==> src/rtl/reflet_bus_arbiter_if.sv <==
// rtl/reflet_bus_arbiter_if.sv - two-requester bus arbiter handshake and shared system bus signals
interface reflet_bus_arbiter_if #(
    parameter int wordsize = 16
);
    logic                m0_req;
    logic                m0_we;
    logic [wordsize-1:0] m0_addr;
    logic [wordsize-1:0] m0_wdata;
    logic                m0_ack;
    logic [wordsize-1:0] m0_rdata;

    logic                m1_req;
    logic                m1_we;
    logic [wordsize-1:0] m1_addr;
    logic [wordsize-1:0] m1_wdata;
    logic                m1_ack;
    logic [wordsize-1:0] m1_rdata;

    logic [wordsize-1:0] addr;
    logic [wordsize-1:0] data_out;
    logic                write_en;
    logic [wordsize-1:0] data_in;
    logic                busy;

    modport slave (
        input  m0_req, m0_we, m0_addr, m0_wdata,
        input  m1_req, m1_we, m1_addr, m1_wdata,
        input  data_in,
        output m0_ack, m0_rdata, m1_ack, m1_rdata,
        output addr, data_out, write_en, busy
    );

    modport master (
        output m0_req, m0_we, m0_addr, m0_wdata,
        output m1_req, m1_we, m1_addr, m1_wdata,
        output data_in,
        input  m0_ack, m0_rdata, m1_ack, m1_rdata,
        input  addr, data_out, write_en, busy
    );
endinterface

==> src/rtl/reflet_bus_arbiter.sv <==
// rtl/reflet_bus_arbiter.sv - two-master bus arbiter, IDLE/ACCESS/ACK FSM; REFLET_ARB_ROUND_ROBIN_EN enables round-robin ties
module reflet_bus_arbiter #(
    parameter int wordsize = 16,
    parameter int latency  = 2
) (
    input logic                   clk,
    input logic                   reset,
    reflet_bus_arbiter_if.slave   bus
);
    typedef enum logic [1:0] {IDLE, ACCESS, ACK} state_t;

    state_t     state;
    logic [7:0] count;
    logic       winner;
    logic       pick_m1;

`ifdef REFLET_ARB_ROUND_ROBIN_EN
    logic last_grant;

    // On a tie, favour whichever master was not granted last.
    always_comb begin
        pick_m1 = 1'b0;
        if (bus.m0_req && bus.m1_req)
            pick_m1 = ~last_grant;
        else
            pick_m1 = bus.m1_req;
    end
`else
    always_comb begin
        pick_m1 = 1'b0;
        if (!bus.m0_req)
            pick_m1 = bus.m1_req;
    end
`endif

    always_ff @(posedge clk or negedge reset) begin
        if (!reset) begin
            state        <= IDLE;
            count        <= 8'd0;
            winner       <= 1'b0;
            bus.m0_ack   <= 1'b0;
            bus.m1_ack   <= 1'b0;
            bus.m0_rdata <= '0;
            bus.m1_rdata <= '0;
            bus.addr     <= '0;
            bus.data_out <= '0;
            bus.write_en <= 1'b0;
            bus.busy     <= 1'b0;
`ifdef REFLET_ARB_ROUND_ROBIN_EN
            last_grant   <= 1'b1;
`endif
        end else begin
            bus.m0_ack <= 1'b0;
            bus.m1_ack <= 1'b0;
            case (state)
                IDLE: begin
                    if (bus.m0_req || bus.m1_req) begin
                        winner       <= pick_m1;
                        bus.addr     <= pick_m1 ? bus.m1_addr  : bus.m0_addr;
                        bus.data_out <= pick_m1 ? bus.m1_wdata : bus.m0_wdata;
                        bus.write_en <= pick_m1 ? bus.m1_we    : bus.m0_we;
                        count        <= 8'(latency - 1);
                        state        <= ACCESS;
                        bus.busy     <= 1'b1;
`ifdef REFLET_ARB_ROUND_ROBIN_EN
                        last_grant   <= pick_m1;
`endif
                    end
                end
                ACCESS: begin
                    // The bus registers double as the transaction latches, so
                    // they hold steady until the last access cycle ends.
                    if (count == 8'd0) begin
                        if (winner) begin
                            bus.m1_rdata <= bus.data_in;
                            bus.m1_ack   <= 1'b1;
                        end else begin
                            bus.m0_rdata <= bus.data_in;
                            bus.m0_ack   <= 1'b1;
                        end
                        bus.addr     <= '0;
                        bus.data_out <= '0;
                        bus.write_en <= 1'b0;
                        state        <= ACK;
                    end else begin
                        count <= count - 8'd1;
                    end
                end
                ACK: begin
                    state    <= IDLE;
                    bus.busy <= 1'b0;
                end
                default: begin
                    state    <= IDLE;
                    bus.busy <= 1'b0;
                end
            endcase
        end
    end
endmodule
==> src/flat_wrapper.sv <==
// flat-port wrapper written by rule: the top's interface ports become plain ports
module reflet_bus_arbiter_flat 
#(
    parameter int wordsize = 16,
    parameter int latency  = 2
)
  (clk, reset, bus_m0_req, bus_m0_we, bus_m0_addr, bus_m0_wdata, bus_m1_req, bus_m1_we, bus_m1_addr, bus_m1_wdata, bus_data_in, bus_m0_ack, bus_m0_rdata, bus_m1_ack, bus_m1_rdata, bus_addr, bus_data_out, bus_write_en, bus_busy);
  reflet_bus_arbiter_if #(.wordsize(wordsize)) bus_i ();
  input logic clk;
  input logic reset;
  input wire logic [$bits(bus_i.m0_req)-1:0] bus_m0_req;
  input wire logic [$bits(bus_i.m0_we)-1:0] bus_m0_we;
  input wire logic [$bits(bus_i.m0_addr)-1:0] bus_m0_addr;
  input wire logic [$bits(bus_i.m0_wdata)-1:0] bus_m0_wdata;
  input wire logic [$bits(bus_i.m1_req)-1:0] bus_m1_req;
  input wire logic [$bits(bus_i.m1_we)-1:0] bus_m1_we;
  input wire logic [$bits(bus_i.m1_addr)-1:0] bus_m1_addr;
  input wire logic [$bits(bus_i.m1_wdata)-1:0] bus_m1_wdata;
  input wire logic [$bits(bus_i.data_in)-1:0] bus_data_in;
  output wire logic [$bits(bus_i.m0_ack)-1:0] bus_m0_ack;
  output wire logic [$bits(bus_i.m0_rdata)-1:0] bus_m0_rdata;
  output wire logic [$bits(bus_i.m1_ack)-1:0] bus_m1_ack;
  output wire logic [$bits(bus_i.m1_rdata)-1:0] bus_m1_rdata;
  output wire logic [$bits(bus_i.addr)-1:0] bus_addr;
  output wire logic [$bits(bus_i.data_out)-1:0] bus_data_out;
  output wire logic [$bits(bus_i.write_en)-1:0] bus_write_en;
  output wire logic [$bits(bus_i.busy)-1:0] bus_busy;
  assign bus_i.m0_req = bus_m0_req;
  assign bus_i.m0_we = bus_m0_we;
  assign bus_i.m0_addr = bus_m0_addr;
  assign bus_i.m0_wdata = bus_m0_wdata;
  assign bus_i.m1_req = bus_m1_req;
  assign bus_i.m1_we = bus_m1_we;
  assign bus_i.m1_addr = bus_m1_addr;
  assign bus_i.m1_wdata = bus_m1_wdata;
  assign bus_i.data_in = bus_data_in;
  assign bus_m0_ack = bus_i.m0_ack;
  assign bus_m0_rdata = bus_i.m0_rdata;
  assign bus_m1_ack = bus_i.m1_ack;
  assign bus_m1_rdata = bus_i.m1_rdata;
  assign bus_addr = bus_i.addr;
  assign bus_data_out = bus_i.data_out;
  assign bus_write_en = bus_i.write_en;
  assign bus_busy = bus_i.busy;
  reflet_bus_arbiter #(.wordsize(wordsize), .latency(latency)) u_core (.clk(clk), .reset(reset), .bus(bus_i));
endmodule
==> config.mk <==
export PLATFORM = sky130hd
export DESIGN_NAME = reflet_bus_arbiter_flat
export DESIGN_NICKNAME = d
export VERILOG_FILES = /design/src/rtl/reflet_bus_arbiter_if.sv /design/src/rtl/reflet_bus_arbiter.sv /design/src/flat_wrapper.sv
export SDC_FILE = /design/constraint.sdc
export NUM_CORES = 1
export LEC_CHECK = 0
export ABC_AREA = 1
export BUFFER_PORTS_ARGS = -buffer_cell sky130_fd_sc_hd__buf_2
export CAP_MARGIN = 20
export CORE_AREA = 2 2 99 101
export DETAILED_ROUTE_END_ITERATION = 16
export DIE_AREA = 0 0 101 103
export PLACE_DENSITY = 0.76
export SETUP_SLACK_MARGIN = 0.5
export SYNTH_ARGS = -nofsm -noshare
export SYNTH_HDL_FRONTEND = slang
export SYNTH_SLANG_ARGS = --single-unit
==> constraint.sdc <==
create_clock -name clk -period 1.48 [get_ports clk]
set_input_delay 0.296 -clock clk [delete_from_list [all_inputs] [get_ports clk]]
set_output_delay 0.296 -clock clk [all_outputs]
set_load 0.01 [all_outputs]
Word-level counts from Yosys, hierarchy flattened
Cells that the tools add are included.
{"block": "classes", "add_sub_neg": 1, "n_eq_ne": 4, "n_mux": 26, "bitwise": 2, "reduce_logical": 11}
{"op": "two-way mux 16 bit", "count": 5}
{"op": "case mux 16 bit (2 select lines)", "count": 2}
{"op": "two-way mux 8 bit", "count": 2}
{"op": "case mux 8 bit (2 select lines)", "count": 1}
{"op": "AND reduction 3 bit", "count": 4}
{"op": "two-way mux 1 bit", "count": 11}
{"op": "logical NOT 8 bit", "count": 1}
{"op": "subtractor 8 x 1 -> 8 bit, second input constant", "count": 1}
{"op": "AND reduction 2 bit", "count": 3}
{"op": "two-way mux 2 bit", "count": 2}
{"op": "inequality test 2 x 1 -> 1 bit, second input constant", "count": 2}
{"op": "case mux 1 bit (2 select lines)", "count": 2}
{"op": "case mux 2 bit (2 select lines)", "count": 1}
{"op": "== test 2 x 1 -> 1 bit, second input constant", "count": 1}
{"op": "logical NOT 2 bit", "count": 1}
{"op": "inequality test 2 bit, second input constant", "count": 1}
{"op": "inverter 1 bit", "count": 2}
{"op": "nonzero test 2 bit", "count": 1}
{"op": "logical OR 1 bit", "count": 1}
{"block": "word_totals", "register_bits": 79, "inputBits": 86, "out_inout_bits": 68}

Logic depth before layout (Yosys ltp)
Gate-level depths: netlist of the first run.
{"block": "logic_depth", "word_depth": 4, "mapped_depth": 9}

Least setup slack after synthesis of the first run
No wires, ideal clock.
{"block": "synth_path", "kind": "register to register", "startpoint": "register u_core.count[0]", "endpoint": "register u_core.bus.data_out[11]", "t_arrival_ns": 1.429, "t_required_ns": 1.354, "setup_slack_ns": -0.076, "stages_incl_launch_ff": 10, "path_cell_list": "dfrtp_1 inv_1 ha_1 nand3_1 nor2_2 nand2_4 buf_6 buf_4 nand3_1 o21ai_0"}
{"block": "synth_via", "elab_chain_cells": 3}
{"element": "start, declared", "line": "reflet_bus_arbiter.sv:13", "rtl": "logic [7:0] count;"}
{"element": "start signal, assigned", "line": "reflet_bus_arbiter.sv:62", "rtl": "count <= 8'(latency - 1);"}
{"element": "start signal, assigned", "line": "reflet_bus_arbiter.sv:86", "rtl": "count <= count - 8'd1;"}
{"element": "logical NOT 8 bit", "line": "reflet_bus_arbiter.sv:73", "rtl": "if (count == 8'd0) begin"}
{"element": "inequality test 2 x 1 -> 1 bit (no source line)"}
{"element": "AND reduction 3 bit (no source line)"}
{"element": "end signal, assigned", "line": "reflet_bus_arbiter.sv:60", "rtl": "bus.data_out <= pick_m1 ? bus.m1_wdata : bus.m0_wdata;"}
{"element": "end, declared", "line": "reflet_bus_arbiter_if.sv:30", "rtl": "output addr, data_out, write_en, busy"}
Every way passes these cells.
A chain may end at the register's enable or synchronous reset.

Final worst setup path of the first run
{"block": "layout_path", "startpoint": "register u_core.count[1]", "endpoint": "register u_core.bus.data_out[7]"}
Same word-level chain as after synthesis.

==> reports/results.tsv, run 1 <==
metric	value	unit
drc_errors	0	
required	1.73	ns
synth_warnings	0	
final_core_util	62.55	%
grt_pass1_vias	3731	
failed_checks	hold timing, setup timing	
num_antenna_cells	0	
vdd_ir_drop_max	0.9796	mV
yosysMostFrequentCell	nand2_1	
clockBufferDepth	2	
grt_pass1_wl	16680	um
hold_viol	31	
synthXorXnorAreaFrac	0.7224	%
drt_first_pass_iters	4	
syn_area_per_cell	8.137	um^2
synth_compound_area_share	12.35	%
setup.worst_path.class	reg -> reg	
wl	11170	um
seq_area	1977	um^2
dieWidth	101	um
netlist_area	3637	um^2
ys_seq_elements	79	
min_period	1.560	ns
synth_top_area_share	54.35	%
num_rows	36	
vias	3955	
fillCellCount	784	
synth_nets	535	
fin_nets	762	
r2r_cells	9	
synthMuxAreaShare	0	%
place_hpwl	7105	um
clock_skew	0.009708	ns
status	complete, but fails checks	
multi_input_area	1863	um^2
grt_max_degree	36	
post_drt_wl_per_cell	14.08	um
dr_wl_met3	632	um
async_flop_share	100.0	%
grtUsageTotal	20.31	%
cap_violations	0	
core	9459	um^2
antenna_found_initial	0	
ant_nets	0	
critical_path_arrival	1.81	ns
initial_core_util	38.45	%
clock-sinks	79	
fp.dieArea	10400	um^2
yosys-top-cells-count	nand2_1 (153), dfrtp_1 (79), o21ai_0 (55)	
drive_gt1_share	51.25	%
cts-root-buf	clkbuf_8	
highest_layer	met5	
postPlaceCellArea	4773	um^2
numCtsBuffers	9	
cp-start-kind	flip-flop	
synth_enable_flop_cells	0	
fin_area	5917	um^2
clk_pin_slew	0.08	ns
syn_to_final_growth	62.68	%
h-tree-depth	3	
crit_path_end_kind	flip-flop	
yosys.cell_types.count	23	
finalSetupViolCount	54	
fin_crit_sh	105.4	%
hold_class	in -> async	
synthCells	447	
slew_viol_final	0	
boundaryPins	154	
hold_ws	-0.1092	ns
wl_met2	5578	um
max_clock_freq	641.1	MHz
max_slew_margin	68.78	%
power.density	2147	nW/um^2
avgViaCountPerCell	4.987	
yosys.area.top_type	dfrtp_1	
first_iter_violations	132	
synth_area_leaders	dfrtp_1 (54%), nand2_1 (16%), o21ai_0 (7.6%)	
drt-met1-wl	4647	um
synth_fa_ha_area_share	0.6880	%
yosys_most_used_dff	dfrtp_1	
place_congestion	0.8685	
cts_tree	yes	
crit_fanout	6	
clk_latency	0.35	ns
grt_overflow	0	
tightest_slew	0.4682	ns
die_h	103	um
io_buffers	153	
synth_top_family_by_area	simple AND/OR/NAND/NOR gates	
place_worst_setup_slack	-0.05900	ns
synthSimpleGateAreaFrac	26.52	%
rsz0062_at_grt	true	
p_leak	0.003084	uW
worst_slack	-0.07982	ns
ys_seq_area_share	54.35	%
==> cell families (layout without fill, tap and decap cells) <==
kind of cell,after synthesis,after routing
AOI/OAI and AO/OA,88,88
DFF,79,79
buffers and inverters,41,272
xor gates and xnor gates,3,3
and+or+nand+nor,234,235
adders and majority gates,2,2
==> critical path, cell delays in order, from the launching register on <==
cell       delay [ns]
dfrtp_1          0.40
inv_2            0.08
ha_4             0.15
nand3_4          0.08
nor2_4           0.21
nand2_4          0.11
buf_12           0.16
clkbuf_16        0.15
nand3_2          0.05
nand2_1          0.05
==> registers in the layout, summed over array words and instances, names as in the netlist <==
signal	count
u_core.bus.addr	16
u_core.bus.data_out	16
u_core.bus.m0_rdata	16
u_core.bus.m1_rdata	16
u_core.count	8
u_core.state	2
u_core.bus.busy	1
u_core.bus.m0_ack	1
u_core.bus.m1_ack	1
u_core.bus.write_en	1
u_core.winner	1
==> worst paths after layout <==
| check | startpoint | end | slack [ns] |
|---|---|---|---|
| worst max-delay path | u_core.count[1] | u_core.bus.data_out[7] | -0.08 |
| worst min-delay path | reset | u_core.bus.addr[6] | -0.11 |
| worst max register to register | u_core.count[1] | u_core.bus.data_out[7] | -0.08 |
| worst min register to register | u_core.bus.m0_rdata[14] | u_core.bus.m0_rdata[14] | 0.48 |
| max in group asynchronous | reset | u_core.bus.m1_rdata[3] | 1.02 |
| min in group clk | bus_data_in[9] | u_core.bus.m0_rdata[9] | 0.16 |
==> power by group <==
| part | total (uW) | switching (uW) | internal (uW) |
|---|---|---|---|
| Sequential | 3750 | 585 | 3170 |
| Combinational | 7130 | 3730 | 3400 |
| Clock | 1820 | 815 | 1000 |
| Total | 12700 | 5130 | 7570 |
==> metrics by stage <==
stage	std cells	hold slack (ns)	power, uW	setup TNS (ns)
floorplan	447	0.0004090	6572	0
global placement	720	0.2765	8385	0
detailed placement	720	0.2813	8571	-0.2673
CTS	764	-0.09974	11550	0
global route	793	-0.09052	13570	-6.800
finish	793	-0.1092	12700	-2.276
==> final cells by class <==
type                            instances  share of cell area [%]
Clock inverter                          6                   1.586
Inverter                               15                   1.036
Clock buffer                           10                   2.326
Tap cell                              114                   2.411
Sequential cell                        79                   33.41
Timing Repair Buffer                  241                   27.74
Multi-Input combinational cell        328                   31.49
==> metal layers <==
metal  track usage [%]  vias to the layer above
met3             3.390                       24
met5                 0                        -
li1                  -                     1906
met4             8.420                        2
met1             24.87                     1854
met2             35.69                      169
==> repair_timing <==
item,4_1_cts,5_1_grt
pin swaps,27,25
gates resized for setup,88,48
hold endpoints to repair,31,31
buffers inserted,26,28
setup endpoints to repair,147,147
gates cloned,2,1
==> layout by cell type, fill, tap and decap left out, types with 2 or more instances in the layout <==
cell,count
buf_2,148
nand2_1,132
dfrtp_1,79
buf_4,69
o21ai_1,36
nor2_1,28
nand3_2,27
o21ai_0,19
nand2_2,17
o21ai_2,16
a21oi_1,14
buf_6,12
clkbuf_8,10
inv_1,9
buf_12,9
nor2_4,8
nand3_1,8
nand2_4,7
inv_2,5
clkinv_4,4
nor2_2,3
nand4_1,3
nand3_4,2
xor2_1,2
ha_4,2
bufinv_16,2
(Power assumes the default switching activity.)
==> inputs of run 2 (changes only) <==
--- a/config.mk
+++ b/config.mk
@@ -13,3 +13,3 @@
 export DIE_AREA = 0 0 101 103
-export PLACE_DENSITY = 0.76
+export PLACE_DENSITY = 0.7
 export SETUP_SLACK_MARGIN = 0.5
--- a/constraint.sdc
+++ b/constraint.sdc
@@ -3,2 +3,2 @@
 set_output_delay 0.296 -clock clk [all_outputs]
-set_load 0.01 [all_outputs]
+set_load 0.005 [all_outputs]
==> reports/results.tsv, run 2 (synthesis results as in run 1) <==
metric	value	unit
numCtsBuffers	9	
postPlaceCellArea	4756	um^2
post_drt_wl_per_cell	14.03	um
power.density	2059	nW/um^2
cts-root-buf	clkbuf_8	
num_antenna_cells	0	
grt_pass1_vias	3685	
vdd_ir_drop_max	0.8498	mV
critPathMaxStageDelay	0.41	ns
initial_core_util	38.45	%
required	1.77	ns
fin_crit_sh	102.2	%
cap_violations	0	
dieWidth	101	um
r2r-end	u_core.bus.m1_rdata[3]	
layout_common_cells	buf_2 (152), nand2_1 (125), dfrtp_1 (79), buf_4 (60), o21ai_1 (30)	
fin_nets	748	
syn_to_final_growth	54.04	%
fillCellCount	839	
clock-sinks	79	
finalSetupViolCount	9	
ant_nets	0	
avgViaCountPerCell	4.973	
crit_path_end_kind	flip-flop	
r2r_start	u_core.count[2]	
r2r_cells	9	
wl	10930	um
clk_latency	0.36	ns
core	9459	um^2
cp_num_buf_inv	2	
cp_cell_sequence	nor2_2 > nand2_2 > nor2_4 > nand2_4 > nor2_4 > buf_6 > buf_16 > nand2_2 > nand2_1	
vias	3874	
grt_overflow	0	
slew_viol_final	0	
cp-start-kind	flip-flop	
final_common_cell	buf_2	
drc_errors	0	
num_rows	36	
grt_max_degree	38	
drt_first_pass_iters	4	
hold_viol	28	
critical_path_arrival	1.80	ns
status	complete, but fails checks	
fp.dieArea	10400	um^2
setup.worst_path.class	reg -> reg	
clk_pin_slew	0.09	ns
min_period	1.512	ns
crit_fanout	8	
clockBufferDepth	2	
grtUsageTotal	20.99	%
clock_skew	0.01640	ns
max_slew_margin	73.46	%
h-tree-depth	3	
cts_tree	yes	
worst_slack	-0.03197	ns
die_h	103	um
io_buffers	153	
p_leak	0.002937	uW
drive_gt1_share	47.82	%
antenna_found_initial	0	
max_clock_freq	661.4	MHz
r2r_setup_slack	-0.03	ns
hold_class	in -> async	
boundaryPins	154	
hold_ws	-0.1444	ns
first_iter_violations	116	
tightest_slew	0.3981	ns
failed_checks	hold timing, setup timing	
cp_top_family	simple AND/OR/NAND/NOR gates	
place_hpwl	7224	um
cp_slowest_cell	dfrtp_1	
grt_pass1_wl	17170	um
place_worst_setup_slack	-0.03603	ns
fin_area	5603	um^2
rsz0062_at_grt	true	
place_congestion	0.8982	
run 2: area by class of cell:
class                      count  area (um^2)  area share, %
inverter                      15        56.30          1.005
multi-input combinational    327         1738          31.02
timing repair buffer         228         1475          26.33
tap                          114        142.6          2.546
clock inverter                 5        82.58          1.474
clock buffer                  11        131.4          2.345
sequential                    79         1977          35.28
run 2: how the worst max path moves through the flow:
stage / depth (start not counted) / start / to / slack, ns
2_1_floorplan: 8 / u_core.count[3] / u_core.bus.m1_rdata[10] / 0.03
3_3_place_gp: 7 / u_core.count[3] / u_core.count[0] / 0.008
6_report: 9 / u_core.count[2] / u_core.bus.m1_rdata[3] / -0.03
4_1_cts: 10 / u_core.count[1] / u_core.bus.m1_rdata[2] / -0.03
3_5_place_dp: 7 / u_core.count[3] / u_core.count[0] / -0.04
5_1_grt: 9 / u_core.count[4] / u_core.bus.m1_rdata[10] / -0.12
run 2: stage by stage:
step	total power, uW	TNS (ns)	std cells	utilization, %
after detailed placement	8210	-0.3037	716	50.28
after global routing	12460	-2.784	779	59.23
final	11530	-0.09994	779	59.23
after floorplan	6235	0	447	-
after CTS	10910	-0.4159	758	56.76
after global placement	8042	0	716	50.28
run 2: where the power goes:
| group | leakage, uW | switching (uW) | internal, uW |
|---|---|---|---|
| Sequential | 0.000963 | 605 | 3160 |
| Combinational | 0.00187 | 3040 | 2940 |
| Clock | 0.000107 | 820 | 956 |
run 2: what timing repair did:
item	4_1_cts	5_1_grt
setup buffers	24	21
pin swaps	27	16
cloned	2	0
gates resized for setup	72	22
endpoints found under the setup margin	147	147
endpoints found under the hold margin	28	28
run 2: worst reg2reg max path, stage by stage, from the launching register on:
cell and delay, ns:
dfrtp_1 0.41, nor2_2 0.13, nand2_2 0.10, nor2_4 0.14
nand2_4 0.12, nor2_4 0.16, buf_6 0.13, buf_16 0.13
nand2_2 0.05, nand2_1 0.06
run 2: per-layer routing:
| metal | vias to the layer above | part of all wire, % | GRT usage (%) | wire length, um |
|---|---|---|---|---|
| li1 | 1882 | - | - | - |
| met2 | 156 | 49 | 36.46 | 5398 |
| met3 | 18 | 6.7 | 4.271 | 733 |
| met1 | 1818 | 42 | 25.61 | 4571 |
| met4 | 0 | 2.1 | 8.628 | 228 |
| met5 | - | 0 | 0 | 0 |
